`src/rtl/pipe_reg_elastic_pkg.sv`:
```
// pipe_reg_elastic_pkg: shared payload-width and counter-width constants
package pipe_reg_elastic_pkg;
  localparam int WORD_LEN = 32;
  localparam int INSTRUCTION_LEN = 32;
  localparam int STALL_CNT_W = 32;
  localparam int FLUSH_CNT_W = 16;
  typedef logic [1:0] occ_t;
endpackage

```
`src/rtl/pipe_reg_entry.sv`:
```
// pipe_reg_entry: one valid/payload register pair with load, clear and zero controls
module pipe_reg_entry #(
  parameter int DATA_W = 32
) (
  input  logic              clk,
  input  logic              rst,
  input  logic              load,
  input  logic              clear,
  input  logic              zero,
  input  logic [DATA_W-1:0] data,
  output logic              valid,
  output logic [DATA_W-1:0] q
);
  // clear beats load so a flush overrides any simultaneous transfer
  always_ff @(posedge clk or negedge rst) begin
    if (!rst) begin
      valid <= 1'b0;
      q     <= '0;
    end else if (clear) begin
      valid <= 1'b0;
      if (zero) q <= '0;
    end else if (load) begin
      valid <= 1'b1;
      q     <= data;
    end
  end
endmodule

```
`src/rtl/pipe_reg_elastic.sv`:
```
// pipe_reg_elastic: two-entry skid pipeline register; PIPE_REG_PERF_CNT_EN adds stall/flush counters
module pipe_reg_elastic
  import pipe_reg_elastic_pkg::*;
#(
  parameter int DATA_W     = WORD_LEN,
  parameter int FLUSH_ZERO = 1
) (
  input  logic              clk,
  input  logic              rst,
  input  logic              flush,
  input  logic              in_valid,
  output logic              in_ready,
  input  logic [DATA_W-1:0] in_data,
  output logic              out_valid,
  input  logic              out_ready,
  output logic [DATA_W-1:0] out_data,
  output occ_t              occupancy
`ifdef PIPE_REG_PERF_CNT_EN
  ,
  output logic [STALL_CNT_W-1:0] stall_cnt,
  output logic [FLUSH_CNT_W-1:0] flush_cnt
`endif
);
  logic              skid_valid, in_xfer, out_xfer, main_load, main_clear, skid_load, skid_clear, zero;
  logic [DATA_W-1:0] skid_data, main_d;
  assign in_ready   = ~skid_valid;
  assign in_xfer    = in_valid & in_ready;
  assign out_xfer   = out_valid & out_ready;
  assign zero       = flush & (FLUSH_ZERO != 0);
  // a draining main refills from skid first, otherwise straight from the input
  assign main_d     = skid_valid ? skid_data : in_data;
  assign main_load  = (out_xfer & skid_valid) | (in_xfer & (~out_valid | out_xfer));
  assign main_clear = flush | (out_xfer & ~main_load);
  assign skid_load  = in_xfer & out_valid & ~out_xfer;
  assign skid_clear = flush | (out_xfer & skid_valid);
  assign occupancy  = {1'b0, out_valid} + {1'b0, skid_valid};

  pipe_reg_entry #(.DATA_W(DATA_W)) u_main (
    .clk(clk), .rst(rst), .load(main_load), .clear(main_clear), .zero(zero),
    .data(main_d), .valid(out_valid), .q(out_data)
  );

  pipe_reg_entry #(.DATA_W(DATA_W)) u_skid (
    .clk(clk), .rst(rst), .load(skid_load), .clear(skid_clear), .zero(zero),
    .data(in_data), .valid(skid_valid), .q(skid_data)
  );

`ifdef PIPE_REG_PERF_CNT_EN
  always_ff @(posedge clk or negedge rst) begin
    if (!rst) begin
      stall_cnt <= '0;
      flush_cnt <= '0;
    end else begin
      if (out_valid && !out_ready && !(&stall_cnt)) stall_cnt <= stall_cnt + 1'b1;
      if (flush && (out_valid || skid_valid) && !(&flush_cnt)) flush_cnt <= flush_cnt + 1'b1;
    end
  end
`endif
endmodule

```
`config.mk`:
```
export PLATFORM = sky130hd
export DESIGN_NAME = pipe_reg_elastic
export DESIGN_NICKNAME = d
export VERILOG_FILES = /design/src/rtl/pipe_reg_elastic_pkg.sv /design/src/rtl/pipe_reg_entry.sv /design/src/rtl/pipe_reg_elastic.sv
export SDC_FILE = /design/constraint.sdc
export NUM_CORES = 1
export LEC_CHECK = 0
export BUFFER_PORTS_ARGS = -buffer_cell sky130_fd_sc_hd__buf_4
export CAP_MARGIN = 20
export CORE_ASPECT_RATIO = 0.5
export CORE_MARGIN = 2
export CORE_UTILIZATION = 40
export DETAILED_ROUTE_END_ITERATION = 8
export GPL_TIMING_DRIVEN = 0
export HOLD_SLACK_MARGIN = 0.06
export SETUP_SLACK_MARGIN = 0.4
export SYNTH_ARGS = -nofsm -noshare
export SYNTH_HDL_FRONTEND = slang
export SYNTH_HIERARCHICAL = 1
export SYNTH_SLANG_ARGS = --single-unit
```
`constraint.sdc`:
```
create_clock -name clk -period 1.7 [get_ports clk]
set_input_delay 0.255 -clock clk [delete_from_list [all_inputs] [get_ports clk]]
set_output_delay 0.255 -clock clk [all_outputs]
set_load 0.01 [all_outputs]
```
Word level (Yosys, flattened, before mapping)
Index checks and enable logic that the tools add are counted.
{ "word_totals": {"regBits": 66, "wordCells": 36} }
{ "classes": {"n_bitwise": 15, "n_reduce_logical": 4, "addsub": 1, "eq_ne": 2, "mux": 10} }
{ "op_table": {"columns": ["operator", "count"], "rows": [
  ["32-bit 2-to-1 mux", 6],
  ["1-bit bitwise AND", 7],
  ["1-bit 2-to-1 mux", 4],
  ["2-bit != test (second input constant)", 2],
  ["1-bit inverter", 4],
  ["1-bit bitwise OR", 4],
  ["2-bit AND reduction", 2],
  ["2-bit nonzero test", 2],
  ["1-bit by 1-bit adder with 2-bit output", 1]
]} }

Longest topological paths before layout
Gate-level depths: netlist of run 1.
{ "depth": {"word_depth": 9, "depth_mapped": 9, "ltp_nobuf": 4} }

By module
Netlist of run 1, hierarchy kept.
{ "by_module_without_submodules": {"columns": ["mod", "area_each_um2", "n_inst", "seq_area_each_um2", "cells_each"], "rows": [
  ["pipe_reg_entry", 1620.3, 2, 825.8, 112],
  ["pipe_reg_elastic", 596.8, 1, 0.0, 46]
]} }

Worst setup path before layout of run 1
OpenSTA, ideal clock, no wires.
{ "synth_timing": {"path_kind": "register -> register", "from": "register u_skid.valid", "to": "register u_main.q[14]", "setup_ns": 0.127, "slack_ns": 0.076, "n_path_buf": 3, "path_stages_with_launch": 8, "period_less_slack_ns": 1.624, "arrival_ns": 1.497, "required_time_ns": 1.573, "path_cell_list": "dfrtp_1 > buf_6 > or2_1 > a21oi_1 > buf_4 > buf_6 > mux2i_1 > o2bb2ai_2"} }
{ "synth_via": {"elab_chain_cells": 9, "word_cells_on_any_way": 14, "classes_between": "eq/ne (1); mux (3); bitwise (8); reduce/logical (2)"} }
{ "synth_rtl": {"columns": ["item", "line_no", "text"], "rows": [
  ["start: declaration", "pipe_reg_entry.sv:11", "output logic valid,"],
  ["start signal: assignment", "pipe_reg_entry.sv:17", "valid <= 1'b0;"],
  ["start signal: assignment", "pipe_reg_entry.sv:20", "valid <= 1'b0;"],
  ["start signal: assignment", "pipe_reg_entry.sv:23", "valid <= 1'b1;"],
  ["1-bit inverter", "pipe_reg_elastic.sv:26", "assign in_ready = ~skid_valid;"],
  ["1-bit bitwise AND", "pipe_reg_elastic.sv:27", "assign in_xfer = in_valid & in_ready;"],
  ["1-bit bitwise AND", "pipe_reg_elastic.sv:32", "assign main_load = (out_xfer & skid_valid) | (in_xfer & (~out_valid | out_xfer));"],
  ["1-bit bitwise OR *", "pipe_reg_elastic.sv:32", null],
  ["via main_load", "pipe_reg_elastic.sv:24", "logic skid_valid, in_xfer, out_xfer, main_load, main_clear, skid_load, skid_clear, zero;"],
  ["1-bit inverter", "pipe_reg_elastic.sv:33", "assign main_clear = flush | (out_xfer & ~main_load);"],
  ["1-bit bitwise AND", "pipe_reg_elastic.sv:33", null],
  ["1-bit bitwise OR", "pipe_reg_elastic.sv:33", null],
  ["2-bit != test (no line) or 2-bit nonzero test (tied branches)", null, null],
  ["2-bit AND reduction (no line)", null, null],
  ["end signal: assignment", "pipe_reg_entry.sv:24", "q <= data;"],
  ["end: declaration", "pipe_reg_entry.sv:12", "output logic [DATA_W-1:0] q"]
]} }
The timed path passes the listed nets; every way through them passes the cells marked *. The select of a mux whose other input is x is not followed.
A chain may end at the register's enable or synchronous reset.

Worst setup path in the final report of run 1
{ "layout_timing": {"from": "register u_skid.valid", "to": "register u_main.q[27]"} }
Same word-level chain as after synthesis.

==> results of run 1 <==
## worst register-to-register path, stage by stage (launching register included)
cell	delay (ns)
dfrtp_1	0.39
buf_6	0.15
or2_4	0.24
a21oi_4	0.15
buf_6	0.15
buf_12	0.12
buf_12	0.13
mux2i_4	0.24
o2bb2ai_2	0.08
## path summary, 6_finish.rpt
| kind | to | slack [ns] | start |
|---|---|---|---|
| min in group clk | u_skid/q[17] | 0.21 | in_data[17] |
| max reg2reg | u_main/q[27] | -0.07 | u_skid/valid |
| min reg2reg | u_skid/q[24] | 0.51 | u_skid/q[24] |
| max in group asynchronous | u_main/valid | 1.03 | rst |
| max | u_main/q[27] | -0.07 | u_skid/valid |
| min | u_main/q[2] | 0.03 | rst |
## per-layer routing
layer | GRT usage, % | routed length (um) | share of wire (%)
met1 | 25.92 | 4763 | 46
met2 | 35.26 | 5053 | 49
met5 | 0 | 0 | 0
met3 | 5.411 | 424 | 4.1
met4 | 5.941 | 135 | 1.3
## per-stage QoR
step	setup slack [ns]	std cells	hold slack, ns	power, mW
5_1_grt	-0.1201	515	0.1102	5.464
4_1_cts	-0.0003468	509	0.06977	5.156
6_report	-0.06609	515	0.02834	5.242
3_5_place_dp	-0.1837	463	0.4275	2.935
3_3_place_gp	-0.02370	463	0.4217	2.900
2_1_floorplan	0.1306	270	-0.04059	2.515
## state kept, by name, indices dropped and copies added (netlist names)
signal / cells
u_skid/valid: 1
u_skid/q: 32
u_main/valid: 1
u_main/q: 32
## kinds of logic (layout without fill, tap and decap cells)
logic type | Yosys count | in the layout | synth area share (%)
multiplexers | 96 | 96 | 28.82
AO/OA/AOI/OAI | 67 | 67 | 18.42
flip-flops | 66 | 66 | 43.04
buffers and inverters | 29 | 153 | 7.695
AND/OR/NAND/NOR | 11 | 11 | 1.696
adder cells (fa/ha/maj) | 1 | 1 | 0.3260
## cell usage in the layout (no fill, tap or decap), types with 2 or more instances in the layout
cell type and instances:
buf_4 84, dfrtp_1 65, mux2i_1 39, o2bb2ai_2 33, o2bb2ai_1 31, mux2_4 28
buf_12 19, mux2i_2 17, buf_6 14, clkbuf_16 10, buf_16 10, mux2i_4 8
mux2_2 4, clkbuf_1 3, clkbuf_8 3, clkbuf_2 3, buf_8 3, nor2_1 3
nand2_1 2, nor2_4 2, nor2b_4 2
## repair_timing
| item | in CTS | in global routing |
|---|---|---|
| resized for setup | 66 | 36 |
| endpoints found under the setup margin | 69 | 69 |
| cloned | 12 | 0 |
| pin swaps | 14 | 11 |
| buffers inserted | 18 | 6 |
## cell type report
| cell class | count | area share, % |
|---|---|---|
| Inverter | 1 | 0.2765 |
| Sequential cell | 66 | 28.10 |
| Tap cell | 121 | 2.574 |
| Timing Repair Buffer | 108 | 19.51 |
| Clock buffer | 14 | 4.488 |
| Clock inverter | 2 | 0.5956 |
| Multi-Input combinational cell | 175 | 37.18 |
| Buffer | 28 | 7.275 |
## power groups by stage
stage | registers (mW) | clock network [mW] | logic [mW]
global placement | 1.89 | 0 | 1.01
detailed placement | 1.89 | 0 | 1.04
CTS | 1.88 | 1.93 | 1.35
finish | 1.89 | 1.89 | 1.46
floorplan | 1.92 | 0 | 0.597
global route | 1.92 | 2.01 | 1.54
==> flow_summary.toml, run 1 <==
[clock_tree]
clockBufferDepth = 2
ctsRootBufferMaster = "clkbuf_16"
ctsHoldBuffers = 0
cts_num_sinks = 66
cts_tree = "built"
clkTransAtPathRegs_ns = 0.05
clock_latency_ns = 0.33
h-tree-depth = 3
cts_inserted_buffers = 9

[synth]
syn_area_um2 = 3837
yosysMostFrequentCell = "dfrtp_1"
netlist_top_cells_count = "dfrtp_1, mux2i_1, o2bb2ai_1"
yosysUniqueCellTypes = 22
netlist_instances = 270
ys_seq_elements = 66
syn_avg_cell_area_um2 = 14.21
ys.flop_type = "dfrtp_1"
synth-edff-count = 0
synthTopCellsByArea = "dfrtp_1, mux2i_1, mux2_4, o2bb2ai_1, o2bb2ai_2"
synth_nets = 308
ys_seq_area_share_pct = 43.04
yosysWarnings = 6
synth_largest_area_cell = "dfrtp_1"
synth_top_area_share_pct = 43.04
async_flop_share_pct = 100.0

[drt]
drt.antenna.violating_nets = 0
drt-pass1-iter-count = 4
routed_via_density = 5.264
remaining_drc_errors = 0
num_vias = 2711
post_drt_wl_per_cell_um = 20.15
routed_wirelength_um = 10380
drtIter0Drc = 99

[timing]
fmax_ghz = 0.5662
post-route-min-period_ns = 1.766
fin_crit_sh_pct = 103.9
fin_skew_ns = 0.004382
finalSetupViolCount = 22
maxSlewHeadroom_pct = 41.86
finalSetupTns_ns = -0.4976
tightest_slew_ns = 0.8721
final.setup.worst_slack_ns = -0.06609
hold_violations = 0
drv_slew = 0
rsz0062_at_grt = "true"

[pwr]
vdd_drop_max_v = 0.0006031
leakage_nw = 2.536
p_clk_share_pct = 36.1
power_frac_seq_pct = 36.1
p_per_area_nw_per_um2 = 891.2
switchingPower_mw = 1.441
internal-power_mw = 3.801
sw_frac_of_total_pct = 27.48
combPwrFrac_pct = 27.8

[setup_path]
crit_chain = "buf_6, or2_4, a21oi_4, buf_6, buf_12, buf_12, mux2i_4, o2bb2ai_2"
slowest_delay_ns = 0.39
crit_family = "buffers and inverters"
worst_setup_path_start_kind = "flip-flop"
crit_cells = 8
arrival_ns = 1.98
worstSetupPathType = "flip-flop to flip-flop"
crit_required_ns = 1.91
cp_max_fo = 5
worstSetupEndpointType = "flip-flop"
path_buf_inv = 4
r2r.worst_path.cells = 8
crit_slowest_cell = "dfrtp_1"

[run_status]
outcome = "finished, violations left"
violations = "setup timing"

[final_layout]
multi_input_area_um2 = 2187
n_antenna_cell = 0
area_growth_pct = 53.28
regArea_um2 = 1653
design_area_um2 = 5882
nNetsFinal = 427
drive_above_1_share_pct = 63.45
finalCoreUtilization_pct = 62.68
fillers = 719

[floorplanning]
io_pins = 73
start_util_pct = 40.89
rows = 25
die_h_um = 73.26
coreArea_um2 = 9384
die-area_um2 = 10440
die_x_um = 142.5

[place]
portBuffers = 72
dp_hpwl_um = 5906
globalplace.congestion = 0.7458
placed_cell_area_um2 = 4564

[global_routing]
grt_pass1_vias = 2883
grt_pass1_wl_um = 15770
grt_max_degree = 67
grt.total_usage_pct = 20.51
grt-ovfl-total = 0
antenna_found_initial = 0

[run]
drv_cap = 0

[hold_path]
hold_class = "primary input to asynchronous set/reset pin"
Note: power is estimated with default switching activity, not from simulation.
==> inputs of run 2 (changes only) <==
- ABC_AREA: not set -> 1
==> run 2 against run 1 <==
The flow now finishes without violations. Sequential share of layout area is 9.0 points higher. First-iteration DRC count is 78% higher. Critical path depth is 5 lower. Routed wire length is 23% lower. Die area is 17% lower. Clock power is 3% lower. Sequential power is 5% lower. Final cell count is 20% higher. Total power is 16% lower. Highest routed layer unchanged.
==> flow_summary.toml, run 2 <==
[run_status]
outcome = "finished, final reports clean"

[floorplanning]
io_pins = 73
rows = 22
die_x_um = 129.7
start_util_pct = 42.20
die_h_um = 66.84
die-area_um2 = 8668
coreArea_um2 = 7487

[final_layout]
n_antenna_cell = 0
design_area_um2 = 4457
drive_above_1_share_pct = 31.04
area_growth_pct = 41.07
nNetsFinal = 542
final_common_cell = "nand2_1"
top_regs = "u_main/q: 32 flops, u_skid/q: 32 flops"
final_cell_mix = "nand2_1, buf_4, dfrtp_1"
final_cells = 617

[global_routing]
grt.total_usage_pct = 20.46
grt_pass1_wl_um = 13650
grt_max_degree = 67
antenna_found_initial = 0
grt-ovfl-total = 0
grt_pass1_vias = 2878

[clock_tree]
cts_tree = "built"
cts_num_sinks = 66
h-tree-depth = 3
ctsHoldBuffers = 0
clock_latency_ns = 0.32
cts_inserted_buffers = 9
ctsRootBufferMaster = "clkbuf_16"
clockBufferDepth = 2
clkTransAtPathRegs_ns = 0.05

[hold_path]
hold_class = "primary input to asynchronous set/reset pin"

[drt]
routed_via_density = 4.699
remaining_drc_errors = 0
drt-pass1-iter-count = 4
routed_wirelength_um = 7984
drt.antenna.violating_nets = 0
num_vias = 2899
post_drt_wl_per_cell_um = 12.94
drtIter0Drc = 176

[timing]
tightest_slew_ns = 0.8348
finalSetupViolCount = 0
hold_ws_ns = 0.02139
fin_crit_sh_pct = 85.69
drv_slew = 0
hold_violations = 0
finalSetupTns_ns = 0
fin_skew_ns = 0.007749
rsz0062_at_grt = "true"
post-route-min-period_ns = 1.457
fmax_ghz = 0.6864
maxSlewHeadroom_pct = 44.35

[synth]
syn_avg_cell_area_um2 = 7.781
ys.flop_type = "dfrtp_1"
yosysMostFrequentCell = "nand2_1"
synth_nets = 444
synth_largest_area_cell = "dfrtp_1"
ys_seq_area_share_pct = 52.28
synth-edff-count = 0
ys_seq_elements = 66
syn_area_um2 = 3159
yosysWarnings = 6
netlist_instances = 406
async_flop_share_pct = 100.0
yosysUniqueCellTypes = 16
synthTopCellsByArea = "dfrtp_1, nand2_1, nand3_1, buf_4, buf_6"
synth_top_area_share_pct = 52.28
netlist_top_cells_count = "nand2_1, dfrtp_1, nand3_1"

[setup_path]
slowest_delay_ns = 0.39
crit_slowest_cell = "dfrtp_1"
path_buf_inv = 2
crit_cells = 3
crit_family = "flip-flops"
crit_chain = "buf_4, ha_4, buf_6"
timing.rr.start = "u_skid/valid"
worst_setup_path_start_kind = "flip-flop"
arrival_ns = 1.20
crit_required_ns = 1.44
cp-startpoint = "u_skid/valid"
cp_max_fo = 2
worstSetupPathType = "flip-flop to primary output"
worstSetupEndpointType = "primary output"
r2r.worst_path.cells = 10

[place]
placed_cell_area_um2 = 3894
dp_hpwl_um = 5394
portBuffers = 72
globalplace.congestion = 0.8021
placed_cells = 586

[pwr]
leakage_nw = 2.523
vdd_drop_max_v = 0.0004638
p_per_area_nw_per_um2 = 990.9
power.total_mw = 4.416

[run]
drv_cap = 0
## run 2: changes by cell type in the layout (fill, tap and decap cells not counted), moves of 8 or more
cell,previous run,this run
mux2i_4,8,0
nand2_2,0,13
nand2_1,2,215
o2bb2ai_1,31,0
mux2_4,28,0
buf_12,19,1
mux2i_1,39,0
mux2i_2,17,0
buf_16,10,0
nand3_1,0,63
o2bb2ai_2,33,0
## run 2: layout make-up
class / instances / area, um^2
inverters: 8 / 37.54
clock inverters: 5 / 52.55
multi-input cells: 307 / 1371
clock buffers: 11 / 252.7
well taps: 108 / 135.1
plain buffers: 25 / 262.8
repair buffers: 87 / 691.9
flip-flops and latches: 66 / 1653
fillers: 740 / 3030
## run 2: metal layers
layer	wire [um]	track usage, %
met2	3682	33.57
met5	0	0
met1	3869	27.50
met3	388	5.060
met4	44	4.839
## run 2: final timing paths
path | endpoint | slack (ns)
max | occupancy[0] | 0.24
min | u_skid/q[22] | 0.02
max reg2reg | u_main/q[18] | 0.25
min reg2reg | u_skid/q[2] | 0.50
max in group asynchronous | u_main/valid | 1.06
min in group clk | u_skid/q[28] | 0.14
## run 2: cell families (layout without fill, tap and decap cells)
family / count (synthesis) / count (layout) / synth area share [%]
flops: 66 / 66 / 52.28
fa+ha+maj: 1 / 1 / 0.3960
simple gates: 305 / 305 / 39.88
buf+inv: 33 / 136 / 7.287
compound gates: 1 / 1 / 0.1583
## run 2: power by group
part           leakage [nW]  switching (mW)  internal (mW)  total, mW
clock                 0.151           0.637           1.21       1.84
sequential            0.886          0.0811           1.72       1.80
combinational          1.49           0.401          0.377      0.778
## run 2: metrics by stage
stage	util, %	setup WS [ns]
2_1_floorplan	-	0.3922
3_3_place_gp	52.01	0.1800
3_5_place_dp	52.01	0.1889
4_1_cts	58.51	0.2393
5_1_grt	59.53	0.1613
6_report	59.53	0.2432
## run 2: what timing repair did
item	CTS	global route
gates cloned	2	0
pin swaps	9	7
setup buffers	8	5
gates resized for setup	26	10
endpoints found under the setup margin	65	67
